## config.mk

```make
export PLATFORM = sky130hd
export DESIGN_NAME = shift_pipe_unit
export DESIGN_NICKNAME = d
export VERILOG_FILES = /design/src/rtl/shift_pipe_unit.sv
export SDC_FILE = /design/constraint.sdc
export NUM_CORES = 1
export LEC_CHECK = 0
export ABC_AREA = 1
export CAP_MARGIN = 20
export CORE_MARGIN = 2
export CORE_UTILIZATION = 45
export DETAILED_ROUTE_END_ITERATION = 8
export GPL_ROUTABILITY_DRIVEN = 0
export PLACE_DENSITY = 0.79
export SYNTH_ARGS = -nofsm -noshare
export SYNTH_HDL_FRONTEND = slang
export SYNTH_SLANG_ARGS = --single-unit
```

## constraint.sdc

```tcl
create_clock -name CLK -period 2.3 [get_ports CLK]
set_input_delay 0.46 -clock CLK [delete_from_list [all_inputs] [get_ports CLK]]
set_output_delay 0.46 -clock CLK [all_outputs]
set_load 0.02 [all_outputs]
```

## src/rtl/shift_pipe_unit.sv

```systemverilog
// Pipelined barrel shifter (SRL/SRA/SLL/ROR), latency STAGES enabled cycles, one word per enabled cycle.
// No backpressure: EN=0 freezes every stage; the consumer must take the word whenever R_OUT=1.
module shift_pipe_unit #(
  parameter int N      = 16,
  parameter int STAGES = 2,
  localparam int SW    = $clog2(N)
) (
  input  logic          CLK,
  input  logic          RST,
  input  logic          EN,
  input  logic          R_IN,
  input  logic [N-1:0]  D_IN,
  input  logic [SW-1:0] SH_AMT,
  input  logic [1:0]    MODE,
  output logic          R_OUT,
  output logic [N-1:0]  D_OUT,
  output logic          LOST
);

  localparam logic [1:0] MODE_SRL = 2'b00;
  localparam logic [1:0] MODE_SRA = 2'b01;
  localparam logic [1:0] MODE_SLL = 2'b10;

  if (N < 2 || (N & (N - 1)) != 0) begin : g_bad_n
    $error("shift_pipe_unit: N must be a power of two >= 2");
  end
  if (STAGES < 1 || STAGES > SW) begin : g_bad_stages
    $error("shift_pipe_unit: STAGES must be in 1..$clog2(N)");
  end

  // One binary level: shift by sh (a power of two), returning {bits_lost, result}.
  function automatic logic [N:0] shift_level(input logic [N-1:0] d,
                                             input logic [1:0]   m,
                                             input int           sh);
    logic [N-1:0] ones, lo_mask, hi_mask, r;
    logic         lost;
    ones    = '1;
    lo_mask = ones >> (N - sh);
    hi_mask = ~(ones >> sh);
    r       = '0;
    lost    = 1'b0;
    case (m)
      MODE_SRL: begin
        r    = d >> sh;
        lost = |(d & lo_mask);
      end
      MODE_SRA: begin
        r    = (d >> sh) | (d[N-1] ? hi_mask : '0);
        lost = |(d & lo_mask);
      end
      MODE_SLL: begin
        r    = d << sh;
        lost = |(d & hi_mask);
      end
      default: begin
        r    = (d >> sh) | (d << (N - sh));
        lost = 1'b0;
      end
    endcase
    return {lost, r};
  endfunction

  // Index 0 is the input port side; index s+1 is the register output of stage s.
  logic          pipe_vld  [STAGES+1];
  logic [N-1:0]  pipe_dat  [STAGES+1];
  logic          pipe_lost [STAGES+1];
  logic [SW-1:0] pipe_amt  [STAGES];
  logic [1:0]    pipe_mode [STAGES];

  assign pipe_vld[0]  = R_IN;
  assign pipe_dat[0]  = D_IN;
  assign pipe_lost[0] = 1'b0;
  assign pipe_amt[0]  = SH_AMT;
  assign pipe_mode[0] = MODE;

  for (genvar s = 0; s < STAGES; s++) begin : g_stage
    logic          vld_q, vld_d;
    logic          lost_q, lost_d;
    logic [N-1:0]  dat_q, dat_d;
    logic [N-1:0]  sh_dat;
    logic [SW-1:0] sh_amt;
    logic [SW-1:0] bit_k;
    logic [N:0]    lvl;
    logic          sh_lost;
    logic          load;

    // Levels k with floor(k*STAGES/SW) == s sit in front of this register; used amount bits are cleared.
    always_comb begin
      sh_dat  = pipe_dat[s];
      sh_amt  = pipe_amt[s];
      sh_lost = pipe_lost[s];
      lvl     = '0;
      bit_k   = '0;
      for (int k = 0; k < SW; k++) begin
        bit_k = SW'(1) << k;
        if (((k * STAGES) / SW) == s && (sh_amt & bit_k) != '0) begin
          lvl     = shift_level(sh_dat, pipe_mode[s], 1 << k);
          sh_dat  = lvl[N-1:0];
          sh_lost = sh_lost | lvl[N];
          sh_amt  = sh_amt & ~bit_k;
        end
      end
      load   = EN && pipe_vld[s];
      vld_d  = EN ? pipe_vld[s] : vld_q;
      dat_d  = load ? sh_dat : dat_q;
      lost_d = load ? sh_lost : lost_q;
    end

    always_ff @(posedge CLK) begin
      if (RST) begin
        vld_q  <= 1'b0;
        dat_q  <= '0;
        lost_q <= 1'b0;
      end else begin
        vld_q  <= vld_d;
        dat_q  <= dat_d;
        lost_q <= lost_d;
      end
    end

    assign pipe_vld[s+1]  = vld_q;
    assign pipe_dat[s+1]  = dat_q;
    assign pipe_lost[s+1] = lost_q;

    // The residual amount and mode are only needed by later stages.
    if (s < STAGES - 1) begin : g_side
      logic [SW-1:0] amt_q, amt_d;
      logic [1:0]    mode_q, mode_d;

      always_comb begin
        amt_d  = load ? sh_amt : amt_q;
        mode_d = load ? pipe_mode[s] : mode_q;
      end

      always_ff @(posedge CLK) begin
        if (RST) begin
          amt_q  <= '0;
          mode_q <= '0;
        end else begin
          amt_q  <= amt_d;
          mode_q <= mode_d;
        end
      end

      assign pipe_amt[s+1]  = amt_q;
      assign pipe_mode[s+1] = mode_q;
    end
  end

  assign R_OUT = pipe_vld[STAGES];
  assign D_OUT = pipe_dat[STAGES];
  assign LOST  = pipe_lost[STAGES];

endmodule

```

* Yosys cells after proc, flatten, opt, wreduce, memory -nomap -nowiden
Cells that the tools add are included.
** Storage, ports and cells
- Output and inout bits :: 18
- Register bits after elaboration :: 40
** Operators by class
- Mux-type cells :: 23
- Equal/unequal tests :: 4
- Bitwise operators :: 11
- Reduce and logical (&&, ||, !) cells :: 12
** Operators by type and width (number)
- $pmux 16 s3 :: 4
- $mux 16 :: 8
- $or 12x16->16 :: 2
- $or 14x16->16 :: 2
- $or 15x16->16 :: 2
- $or 8x16->16 :: 2
- $reduce_or 8->1 :: 2
- $pmux 1 s2 :: 4
- $reduce_or 2->1 :: 4
- $reduce_or 4->1 :: 2
- $mux 1 :: 7
- $eq 2x1->1 const B :: 2
- $eq 2x2->1 const B :: 2
- $logic_not 2->1 :: 2
- $or 1x1->1 :: 3
- $logic_and 1x1->1 :: 2

* Logic depth before layout (Yosys ltp)
- Depth in word-level cells :: 9
- Mapped depth :: 13
- Gate-level depth less buffers :: 12

* Worst setup path before layout
No wires, ideal clock.
- Path kind :: input-to-reg
- From :: input port SH_AMT[0]
- To :: register g_stage[0].dat_q[15]
- Path buffers :: 1
- Required time :: 2.174 ns
- Arrival :: 1.396 ns
- Stages on the path :: 10
- Setup slack :: 0.779 ns
- Setup time :: 0.126 ns
- Cells stage by stage :: buf_2 > clkinv_1 > a21oi_1 > o21ai_0 > o21ai_0 > inv_1 > nand2_1 > nand4_1 > nand2_1 > a21oi_1
** On the way
- Word-level cells in the longest chain between the ends :: 5
** Ends and longest elaborated chain
- start, declared :: line 13 : input logic [SW-1:0] SH_AMT,
- $mux 16 * :: line 96 : if (((k * STAGES) / SW) == s && (sh_amt & bit_k) != '0) begin
- $mux 16 :: line 48 : r = (d >> sh) | (d[N-1] ? hi_mask : '0);
- $or 14x16->16 :: line 48
- $pmux 16 s3 :: line 42 : case (m)
- $mux 16 * :: line 96
- end signal, assigned :: line 116 : dat_q <= dat_d;
- end, declared :: line 79 : logic [N-1:0] dat_q, dat_d;
Every way passes the cells marked *; elsewhere a longest branch is shown, timed or not.
A chain may end at the register's enable or synchronous reset.

* Worst setup path after layout
- From :: input port MODE[1]
- To :: register g_stage[0].dat_q[5]
** On the way
- Word-level cells in the longest chain between the ends :: 6
** Ends and longest elaborated chain
- start, declared :: line 14 : input logic [1:0] MODE,
- $eq 2x2->1 (tied with other cells) :: line 42
- $pmux 16 s3 :: line 42
- $mux 16 :: line 96
- $or 14x16->16 (on tied branches) :: line 56, 48
- $pmux 16 s3 :: line 42
- $mux 16 * :: line 96
Marks and branches as above.

==> reports/results.ini <==
[sta]
hold_violations=0
skew_ns=0.00979
timing.final.crit_share_pct=79.5
finalMaxSlewViolations=0
setup_violations=0
slew-limit-headroom_pct=65.3
min_period_ns=1.83
tightestPinTransition_ns=0.515
rsz0062_at_grt=no
setup_slack_ns=0.472
max_freq_ghz=0.547
setup_tns_ns=0

[floorplanning]
start_util_pct=46.4
die_h_um=82.1
rows=28
dieArea_um2=6740
core_area_um2=5920
pin_count=44
die_w_um=82.1

[global_routing]
grt_max_degree=20
grt_usage_pct=23.5
overflow=0
grt_pass1_wl_um=12400
grt_pass1_vias=2760
antenna_found_initial=0

[cts]
root_buffer=clkbuf_8
clkSlewWorstSetupHoldPaths_ns=0.09
cts_tree=done
clk_path_buf_depth=2
cts.sinks=40
numCtsBuffers=5
cts_resized=0
clock_latency_ns=0.30
cts_setup_buffers=0
cts_hold_buf=0
h-tree-depth=2

[synth]
synth_common_cells=nand2_1, o21ai_0, nor2_1, a21oi_1, dfxtp_1
synth_seq_cells=40
yosysTopAreaCell=dfxtp_1
synth_flop_cell=dfxtp_1
async_flop_share_pct=0
synth.most_common_cell=nand2_1
synth_edf_count=0
synth.top_cell.area_share_pct=29.2
syn-mean-instance-area_um2=6.20
synthesis.nets=469
yosys_warnings=0
ys_seq_area_share_pct=29.2
syn_inst=443
synth.distinct_cells=34
synth_area_um2=2750
synth_area_leaders=dfxtp_1, o21ai_0, nand2_1, a21oi_1, nor2_1

[routing]
totalWireLength_um=7430
via_per_inst=5.50
drt-initial-drc-count=364
num_vias=3095
drc=0
antenna_left=0
wire_per_inst_um=13.2
first_pass_iters=5

[hold_path]
min_path_cells=2
holdCritStartpoint=g_stage[0].vld_q
min_to=g_stage[0].vld_q
min_path_type=reg2reg

[worst_setup_path]
required_ns=2.49
critical_path_class=in2reg
r2r-end=LOST
r2r_cells=11
setup.worst_path.start_class=input pin
regToRegSetupSlack_ns=0.55
r2r_start=g_stage[0].g_side.mode_q[0]
arrival_ns=2.02
crit_path_end_kind=register
path_max_fanout=10
crit_start=MODE[1]

[layout]
area_growth_pct=22.2
seqCellArea_um2=801
final_net_count=513
n_antenna_cell=0
multi_input_area_um2=1640
drive_gt1_share_pct=9.43
n_fill_cell=577

[power]
p_switching_mw=0.599
vdd.ir_drop.worst_uv=307
switching_share_pct=32.3
p_int_mw=1.26
powerDensity_nw_per_um2=552
clockPowerShare_pct=32.1
total_power_mw=1.85
power_frac_comb_pct=26.0
p_leak_nw=1.47
seqPwrFrac_pct=41.9

[outcome]
run_status=finished clean

[placement]
dp_slack_ns=0.184
dp_hpwl_um=5680
port_buffers=43

[run]
maxCapViolCount=0

-- worst max path at each step --
stage,slack [ns],depth (start not counted),to
floorplan,0.78,10,g_stage[0].dat_q[15]
global placement,0.22,10,g_stage[0].dat_q[2]
detailed placement,0.18,9,g_stage[0].dat_q[5]
CTS,0.50,9,g_stage[0].dat_q[5]
global route,0.21,10,g_stage[0].lost_q
finish,0.47,9,g_stage[0].dat_q[5]
-- worst max-delay path, cell delays in order --
cell,delay [ns]
clkdlybuf4s50_1,0.49
nand2_2,0.13
buf_4,0.20
o21ai_0,0.15
a21oi_1,0.06
a21oi_1,0.22
o22ai_1,0.11
nor2_1,0.15
nor2_1,0.05
-- power by group through the flow --
| stage | Sequential (mW) | Combinational (mW) | Clock (mW) |
|---|---|---|---|
| finish | 0.777 | 0.482 | 0.595 |
| global route | 0.781 | 0.540 | 0.635 |
| CTS | 0.776 | 0.474 | 0.604 |
| detailed placement | 0.792 | 0.469 | 0 |
| global placement | 0.790 | 0.464 | 0 |
| floorplan | 0.794 | 0.307 | 0 |
-- placed cells by master, fill, tap and decap left out, types with 5 or more instances in the layout --
cell	n
nand3_1	32
nand2_2	5
clkbuf_8	5
clkdlybuf4s50_1	43
inv_1	31
o22ai_1	8
dfxtp_1	40
nor2_1	45
o21ai_0	79
a21oi_1	43
buf_4	19
nand2_1	97
-- sequential cells by signal, summed over array words and instances (netlist names) --
signal,count
g_stage.vld_q,1
D_OUT,16
g_stage.lost_q,1
LOST,1
g_stage.g_side.amt_q,2
R_OUT,1
g_stage.g_side.mode_q,2
g_stage.dat_q,16
-- kinds of logic after synthesis --
logic type | count (synthesis) | share of synthesized area, %
AO/OA/AOI/OAI | 150 | 29.4
buffers and inverters | 61 | 11.3
flip-flops | 40 | 29.2
AND/OR/NAND/NOR | 192 | 30.2
-- through the flow --
step	instances	hold WS, ns	util (%)	instance area, µm²
5_1_grt	563	0.500	56.7	3360
6_report	563	0.472	56.7	3360
4_1_cts	563	0.480	56.7	3360
3_3_place_gp	555	0.450	54.8	3240
3_5_place_dp	555	0.462	54.8	3240
2_1_floorplan	443	0.433	-	2750
-- layout make-up --
class / instances / area share (%)
clock inverters: 3 / 1.38
inverters: 36 / 4.10
well taps: 75 / 2.80
repair buffers: 62 / 17.1
flip-flops and latches: 40 / 23.9
multi-input cells: 342 / 48.8
clock buffers: 5 / 2.05
-- metal layers --
layer	track usage [%]	share of wire, %	vias to the layer above
met1	32.6	47	1374
met2	37.5	45	125
met4	8.50	2.3	0
met3	2.83	6.4	14
li1	-	-	1582
met5	0	0	-
Power figures use the tool's default switching activity.
